==> src/rtl/fetch_pkg.sv <==
// Shared constants and types for the instruction-fetch sequencer.
// No ports: imported by fetch_buffer and fetch_sequencer.
package fetch_pkg;
   localparam int          DEF_XLEN     = 32;
   localparam logic [31:0] DEF_RESET_PC = 32'h0000_0000;
   localparam int          INSTR_BYTES  = 4;
   localparam int          FBUF_DEPTH   = 2;

   localparam logic [1:0] ST_IDLE  = 2'd0;
   localparam logic [1:0] ST_REQ   = 2'd1;
   localparam logic [1:0] ST_DRAIN = 2'd2;

   typedef enum logic [1:0] {
      IDLE  = ST_IDLE,
      REQ   = ST_REQ,
      DRAIN = ST_DRAIN
   } fetch_state_e;
endpackage

==> src/rtl/fetch_buffer.sv <==
// Two-entry shift FIFO of {pc, instr} fetched words waiting for decode.
// Ports:
//   clk_sys, rst_b       clock, synchronous active-low reset
//   push, push_pc/instr  write one entry (never issued when full)
//   pop                  drop the head entry (ignored when empty)
//   flush                empty the buffer; outranks push/pop
//   count                number of valid entries (0..2)
//   head_pc, head_instr  contents of the oldest entry
module fetch_buffer
   import fetch_pkg::*;
#(
   parameter int XLEN = DEF_XLEN
) (
   input  logic            clk_sys,
   input  logic            rst_b,
   input  logic            push,
   input  logic [XLEN-1:0] push_pc,
   input  logic [31:0]     push_instr,
   input  logic            pop,
   input  logic            flush,
   output logic [1:0]      count,
   output logic [XLEN-1:0] head_pc,
   output logic [31:0]     head_instr
);

   logic [XLEN-1:0] pc_1;
   logic [31:0]     instr_1;
   logic            pop_ok;

   assign pop_ok = pop & (count != 2'd0);

   always_ff @(posedge clk_sys) begin
      if (!rst_b) begin
         count      <= 2'd0;
         head_pc    <= '0;
         head_instr <= '0;
         pc_1       <= '0;
         instr_1    <= '0;
      end else if (flush) begin
         count <= 2'd0;
      end else begin
         case ({push, pop_ok})
            2'b10: begin
               if (count == 2'd0) begin
                  head_pc    <= push_pc;
                  head_instr <= push_instr;
               end else begin
                  pc_1    <= push_pc;
                  instr_1 <= push_instr;
               end
               count <= count + 2'd1;
            end
            2'b01: begin
               head_pc    <= pc_1;
               head_instr <= instr_1;
               count      <= count - 2'd1;
            end
            2'b11: begin
               // count stays; the new word lands wherever the old head leaves room
               if (count == 2'd1) begin
                  head_pc    <= push_pc;
                  head_instr <= push_instr;
               end else begin
                  head_pc    <= pc_1;
                  head_instr <= instr_1;
                  pc_1       <= push_pc;
                  instr_1    <= push_instr;
               end
            end
            default: ;
         endcase
      end
   end

endmodule

==> src/rtl/fetch_sequencer.sv <==
// Instruction-fetch sequencer: owns the PC, issues word fetches over a
// req/ack handshake, buffers up to two words for decode and applies
// JAL/JALR/taken-branch redirects (discarding a response still in flight).
// Ports:
//   Clk, Reset                       clock, synchronous active-low reset
//   Is_JAL, Is_JAL_R, Is_Branch_Taken, Branch_Address   redirect from execute
//   Imem_Req, Imem_Addr, Imem_Ack, Imem_Rdata           instruction memory
//   Fetch_Valid, Fetch_Pc, Fetch_Instr, Decode_Ready    decode interface
//   Pc_Out                           address of the next fetch to issue
//
// state | meaning
// IDLE  | no request; buffer full (or just out of reset)
// REQ   | request at PC outstanding; its data will be kept
// DRAIN | request outstanding at a stale address; its data will be dropped
module fetch_sequencer
   import fetch_pkg::*;
#(
   parameter int              XLEN     = DEF_XLEN,
   parameter logic [XLEN-1:0] RESET_PC = XLEN'(DEF_RESET_PC)
) (
   input  logic            Clk,
   input  logic            Reset,
   input  logic            Is_JAL,
   input  logic            Is_JAL_R,
   input  logic            Is_Branch_Taken,
   input  logic [XLEN-1:0] Branch_Address,
   output logic            Imem_Req,
   output logic [XLEN-1:0] Imem_Addr,
   input  logic            Imem_Ack,
   input  logic [31:0]     Imem_Rdata,
   output logic            Fetch_Valid,
   output logic [XLEN-1:0] Fetch_Pc,
   output logic [31:0]     Fetch_Instr,
   input  logic            Decode_Ready,
   output logic [XLEN-1:0] Pc_Out
);

   fetch_state_e    state, next_state;
   logic [XLEN-1:0] pc, drain_addr, target;
   logic            redirect, ack_acc, pop;
   logic [1:0]      count, cnt_next;

   assign redirect = Is_JAL | Is_JAL_R | Is_Branch_Taken;
   assign target   = Branch_Address & ~XLEN'(INSTR_BYTES - 1);
   assign ack_acc  = (state == REQ) & Imem_Ack & ~redirect;
   assign pop      = Fetch_Valid & Decode_Ready & ~redirect;
   assign cnt_next = redirect ? 2'd0 : count + {1'b0, ack_acc} - {1'b0, pop};

   always_comb begin
      next_state = state;
      case (state)
         IDLE: begin
            if (cnt_next < 2'(FBUF_DEPTH)) next_state = REQ;
         end
         REQ: begin
            if (Imem_Ack) begin
               next_state = (cnt_next < 2'(FBUF_DEPTH)) ? REQ : IDLE;
            end else if (redirect) begin
               next_state = DRAIN;
            end
         end
         DRAIN: begin
            if (Imem_Ack) next_state = REQ;
         end
         default: next_state = IDLE;
      endcase
   end

   always_ff @(posedge Clk) begin
      if (!Reset) begin
         state      <= IDLE;
         pc         <= RESET_PC;
         drain_addr <= '0;
      end else begin
         state <= next_state;
         if (redirect) begin
            pc <= target;
         end else if (ack_acc) begin
            pc <= pc + XLEN'(INSTR_BYTES);
         end
         // Memory still owes us the old address; keep presenting it.
         if ((state == REQ) && !Imem_Ack && redirect) begin
            drain_addr <= pc;
         end
      end
   end

   assign Imem_Req    = (state != IDLE);
   assign Imem_Addr   = (state == DRAIN) ? drain_addr : pc;
   assign Pc_Out      = pc;
   assign Fetch_Valid = (count != 2'd0);

   fetch_buffer #(
      .XLEN (XLEN)
   ) u_fetch_buffer (
      .clk_sys    (Clk),
      .rst_b      (Reset),
      .push       (ack_acc),
      .push_pc    (pc),
      .push_instr (Imem_Rdata),
      .pop        (pop),
      .flush      (redirect),
      .count      (count),
      .head_pc    (Fetch_Pc),
      .head_instr (Fetch_Instr)
   );

endmodule

==> config.mk <==
export PLATFORM = sky130hd
export DESIGN_NAME = fetch_sequencer
export DESIGN_NICKNAME = d
export VERILOG_FILES = /design/src/rtl/fetch_pkg.sv /design/src/rtl/fetch_buffer.sv /design/src/rtl/fetch_sequencer.sv
export SDC_FILE = /design/constraint.sdc
export NUM_CORES = 1
export LEC_CHECK = 0
export ABC_AREA = 1
export CAP_MARGIN = 20
export CORE_ASPECT_RATIO = 1.1
export CORE_UTILIZATION = 42
export CTS_CLUSTER_DIAMETER = 40
export CTS_CLUSTER_SIZE = 24
export DETAILED_ROUTE_END_ITERATION = 6
export PLACE_DENSITY = 0.72
export SETUP_SLACK_MARGIN = 0.02
export SLEW_MARGIN = 20
export SYNTH_ARGS = -nofsm -noshare
export SYNTH_HDL_FRONTEND = slang
export SYNTH_SLANG_ARGS = --single-unit
==> constraint.sdc <==
create_clock -name Clk -period 3.2 [get_ports Clk]
set_clock_uncertainty 0.2 [all_clocks]
set_input_delay 0.64 -clock Clk [delete_from_list [all_inputs] [get_ports Clk]]
set_output_delay 0.64 -clock Clk [all_outputs]
set_load 0.05 [all_outputs]
## After elaboration in Yosys (flattened, before gate mapping)

Index checks and enable logic that the tools add are counted.
Widths: inputs -> output; s select.

- Register bits after elaboration: 196
- Input port bits: 71
- Output and inout bits: 130
- Word-level logic and storage cells: 74

- $add $sub $neg: 5
- Order comparisons: 1
- Equality and inequality tests: 12
- Mux-type cells: 23
- Bitwise logic cells: 9
- Reduce and logical (&&, ||, !) cells: 15

Operators by type and width:

| kind | count |
|---|---|
| $mux 32 | 11 |
| $pmux 32 s3 | 2 |
| $pmux 32 s2 | 2 |
| $add 32x3->32 const B | 1 |
| $mux 2 | 5 |
| $reduce_bool 2->1 | 5 |
| $ne 2x2->1 const B | 4 |
| $eq 2x1->1 const B | 3 |
| $eq 2x2->1 const B | 3 |
| $pmux 2 s3 | 1 |
| $reduce_and 3->1 | 2 |
| $and 1x1->1 | 5 |
| $logic_not 2->1 | 2 |
| $pmux 2 s2 | 1 |
| $reduce_and 4->1 | 1 |
| $ne 3x3->1 const B | 1 |
| $reduce_bool 3->1 | 1 |
| $add 2x1->2 | 1 |
| $add 2x1->2 const B | 1 |
| $logic_and 1x1->1 | 2 |
| $lt 2x2->1 const B | 1 |
| $ne 2x1->1 const B | 1 |
| $not 1->1 | 2 |
| $or 1x1->1 | 2 |
| 5 further kinds | 5 |

## Longest topological paths before layout

- Depth after elaboration: 11
- Gate-level depth with buffers: 13
- Mapped depth without buffers: 13

## Modules after synthesis

From an unflattened synthesis, not the netlist that was laid out.

- Cells, all modules: 1,727
- Area total of the unflattened synthesis: 10,493.8 um^2

Modules (own cells, without submodules):

| module | times used | cells an instance | area each (um^2) |
|---|---|---|---|
| fetch_buffer | 1 | 1,135 | 6,809.0 |
| fetch_sequencer | 1 | 592 | 3,684.8 |

## Worst setup path after synthesis

No wires, ideal clock.

- Path type: input to register
- Start: input Is_JAL
- End: register u_fetch_buffer.instr_1[10]
- Setup time: 0.128 ns
- Arrival: 2.731 ns
- Path slack: 0.141 ns
- Stages on the path: 10
- Path buffers: 4
- Path through: inv_1 -> nand2_2 -> clkbuf_1 -> clkbuf_1 -> nor2_1 -> ha_1 -> o2111ai_1 -> clkbuf_1 -> clkbuf_1 -> a21oi_1

- Longest elaborated chain between the ends: 8

RTL lines:

| item | line | RTL |
|---|---|---|
| start: declaration | fetch_sequencer.sv:23 | `input logic Is_JAL,` |
| $or 1x1->1 (*) (2 in series) | fetch_sequencer.sv:43 | `assign redirect = Is_JAL \| Is_JAL_R \| Is_Branch_Taken;` |
| $not 1->1 (no source line) (*) | - |  |
| $and 1x1->1 | fetch_sequencer.sv:46 | `assign pop = Fetch_Valid & Decode_Ready & ~redirect;` |
| $and 1x1->1 | fetch_buffer.sv:30 | `assign pop_ok = pop & (count != 2'd0);` |
| $eq 2x2->1 | fetch_buffer.sv:42 | `case ({push, pop_ok})` |
| $ne 2x2->1 (no source line) or $reduce_bool 2->1 (tied branches) | - |  |
| $reduce_and 4->1 (no source line) | - |  |
| end signal: assignment | fetch_buffer.sv:49 | `instr_1 <= push_instr;` |
| end signal: assignment | fetch_buffer.sv:67 | `instr_1 <= push_instr;` |
| end: declaration | fetch_buffer.sv:27 | `logic [31:0] instr_1;` |

Mark *: on every way between the ends. The rest lies on a longest branch, timed or not.
A chain may end at the register's enable or synchronous reset.

## Worst setup path after layout

- Start: register u_fetch_buffer.count[0]
- End: output Fetch_Valid

- Longest elaborated chain between the ends: 1

RTL lines:

| item | line | RTL |
|---|---|---|
| start: declaration | fetch_buffer.sv:21 | `output logic [1:0] count,` |
| start signal: assignment | fetch_buffer.sv:51 | `count <= count + 2'd1;` |
| start signal: assignment | fetch_buffer.sv:56 | `count <= count - 2'd1;` |
| $reduce_bool 2->1 | fetch_sequencer.sv:91 | `assign Fetch_Valid = (count != 2'd0);` |
| end: declaration | fetch_sequencer.sv:31 | `output logic Fetch_Valid,` |

Every way passes these cells.

==> results.cfg <==
[clock_tree]
holdBufCountCts = 0
htree_levels = 4
tritoncts = built
tritoncts.num_buffers = 17
cts_root_buf = sky130_fd_sc_hd__clkbuf_16
clock-sinks = 188
clk-insertion-delay-late_ns = 0.43
cts-root-to-sink-buffers = 2
post_cts.repair.setup_buffers = 0
cts_resized = 0
path_clk_slew_ns = 0.07

[drt]
vias_per_cell = 5.213
detail-route-antenna-nets = 0
firstDrtPassIters = 5
routed_wl_um = 25230
route.detailed.wl_per_inst_um = 15.30
drt_first_iter_violations = 633
num_vias = 8597
drcViolationCount = 0

[power_and_ir_drop]
power_frac_clock_pct = 40.2
switching_part_of_the_total_power_pct = 28.66
net-switching-power_mw = 1.607
cellInternalPower_mw = 4.000
p_leak_nw = 4.310
power_frac_comb_pct = 15.4
power_density_nw_per_um2 = 478.3
sequentialPowerShare_pct = 44.4
total_power_mw = 5.608
ir_worst_vdd_uv = 334.6

[synth]
post-synth-top-area-fraction_pct = 43.18
post-synth-top-count-cell = sky130_fd_sc_hd__a21oi_1
ys_top_cells_by_area = sky130_fd_sc_hd__dfxtp_1, sky130_fd_sc_hd__a21oi_1, sky130_fd_sc_hd__o21ai_0
synth-warning-count = 0
dominantRegCellSynth = sky130_fd_sc_hd__dfxtp_1
synth_top_cells_by_count = sky130_fd_sc_hd__a21oi_1, sky130_fd_sc_hd__o21ai_0, sky130_fd_sc_hd__dfxtp_1
post_synth_inst_count = 1226
synth.largest_area_cell = sky130_fd_sc_hd__dfxtp_1
synth_enable_flop_cells = 0
synthesis.area_um2 = 8716
syn_area_per_cell_um2 = 7.109
synth_seq_area_share_pct = 43.18
asyncSetResetFlopFracSynth_pct = 0
synthDistinctLibCells = 32
post_synthesis_register_bit_count = 188

[placed_design]
placement.setup.worst_slack_ns = 0.1324
place_congestion = 0.8991
placement.cell_area_um2 = 11100
cell_count_after_placement = 1617
place.port_buffers = 192
post-dp-hpwl_um = 17430

[final_layout]
finish.instance_area_um2 = 11730
post-route-util_pct = 58.43
nets = 1462
synthToLayoutAreaGrowth_pct = 34.52
share_of_cells_above_drive_strength_1_pct = 9.664
fill_cells = 1845
num_antenna_cells = 0
final_cell_count_no_fill = 1649

[global_route]
grt-ovfl-total = 0
vias_in_the_first_global_route = 8029
number_of_antenna_violations_at_the_first_check_in_global_routing = 0
global_route.usage.total_pct = 23.76
wire_length_of_the_first_global_routing_pass_um = 40670
grt_start_max_net_pins = 162

[floorplan]
die_x_um = 139.4
die_h_um = 153.1
initial_utilization_pct = 43.43
rows = 54
top_level_ports = 201
fp.coreArea_um2 = 20070
fp.dieArea_um2 = 21330

[setup_path]
crit_path_start_kind = flop
critPathRequiredTime_ns = 2.36
criticalPathCategory = reg -> out
critPathArrivalTime_ns = 2.10
crit_path_max_fanout = 3
end_kind = primary output

[timing]
measured_slew_at_the_worst_slew_check_pin_ns = 0.5681
finalWorstSetupSlack_ns = 0.2645
holdWs_ns = 0.2522
maxSlewViolCount = 0
hold_violations = 0
fmaxAchievable_mhz = 340.7
setup_repair_after_global_routing_missed_its_margin = false
finalCriticalPeriod_ns = 2.936
timing.setup.tns_ns = 0
report.final.setup_viol = 0
worst_slew_margin_rel_pct = 61.73
timing.final.crit_share_pct = 91.74

[status]
status = finished clean

[min_path]
worstHoldPathType = reg -> reg

[job]
max_cap_violations = 0
-- worst paths after layout --
check	startpoint	endpoint	slack (ns)	depth (start not counted)
setup / recovery	u_fetch_buffer.count[0]	Fetch_Valid	0.26	4
hold / removal	u_fetch_buffer.instr_1[29]	u_fetch_buffer.instr_1[29]	0.25	2
setup reg to reg	u_fetch_buffer.count[0]	u_fetch_buffer.pc_1[3]	0.65	12
hold reg to reg	u_fetch_buffer.instr_1[29]	u_fetch_buffer.instr_1[29]	0.25	2
-- flip-flops by register name, summed over array words and instances (netlist names) --
name,flops
Pc_Out,30
drain_addr,30
state,2
u_fetch_buffer.count,2
u_fetch_buffer.head_instr,32
u_fetch_buffer.head_pc,30
u_fetch_buffer.instr_1,32
u_fetch_buffer.pc_1,30
-- cells by family (layout without fill, tap and decap cells) --
group,count (synthesis),after routing,synth area share (%)
AOI/OAI and AO/OA,461,461,28.06
and+or+nand+nor,347,347,15.78
buffers and inverters,208,374,10.52
DFF,188,188,43.18
xor gates and xnor gates,14,14,1.407
adders and majority gates,7,7,1.005
other,1,6,0.04303
-- cell type report --
cell class	count	area (um^2)	area share (%)
clock inverter	15	203.9	1.739
clock buffer	17	425.4	3.628
inverter	119	446.7	3.810
multi-input combinational	835	4093	34.91
sequential	188	3764	32.10
timing repair buffer	223	2477	21.13
tap	252	315.3	2.689
-- power groups by stage --
stage	sequential (mW)	combinational [mW]	clock, mW
after CTS	2.49	0.867	2.28
after global placement	2.54	0.854	0
after floorplan	2.65	0.387	0
final	2.49	0.866	2.25
after detailed placement	2.54	0.861	0
after global routing	2.50	0.922	2.39
-- worst max-delay path, cell delays in order (launching register included) --
cell and delay, ns:
sky130_fd_sc_hd__dfxtp_1 0.36, sky130_fd_sc_hd__inv_1 0.09, sky130_fd_sc_hd__ha_1 0.22, sky130_fd_sc_hd__inv_1 0.14, sky130_fd_sc_hd__clkdlybuf4s50_1 0.86
-- placed cells by master (no fill, tap or decap), types with 2 or more instances in the layout --
cell type,count
sky130_fd_sc_hd__a21oi_1,211
sky130_fd_sc_hd__o21ai_0,204
sky130_fd_sc_hd__dfxtp_1,188
sky130_fd_sc_hd__nand2_1,173
sky130_fd_sc_hd__clkdlybuf4s50_1,161
sky130_fd_sc_hd__nor2_1,141
sky130_fd_sc_hd__inv_1,116
sky130_fd_sc_hd__buf_12,32
sky130_fd_sc_hd__a21oi_2,30
sky130_fd_sc_hd__buf_4,30
sky130_fd_sc_hd__nand3_1,24
sky130_fd_sc_hd__clkbuf_16,17
sky130_fd_sc_hd__xor2_1,12
sky130_fd_sc_hd__o21ai_1,7
sky130_fd_sc_hd__ha_1,7
sky130_fd_sc_hd__conb_1,6
sky130_fd_sc_hd__a31oi_1,4
sky130_fd_sc_hd__inv_6,4
sky130_fd_sc_hd__nand4_1,3
sky130_fd_sc_hd__bufinv_16,3
sky130_fd_sc_hd__clkinvlp_4,3
sky130_fd_sc_hd__xnor2_1,2
sky130_fd_sc_hd__nand2_2,2
sky130_fd_sc_hd__inv_2,2
sky130_fd_sc_hd__o21ai_4,2
sky130_fd_sc_hd__inv_8,2
sky130_fd_sc_hd__clkinv_4,2
-- metal layers --
layer	vias to the layer above	wire, um	part of all wire [%]	GRT usage, %
met3	55	1374	5.4	4.292
met2	305	11650	46	38.84
li1	4337	-	-	-
met1	3900	11560	46	31.28
met4	0	650	2.6	8.571
met5	-	0	0	0
No activity file was read; power rests on OpenSTA's default activity.
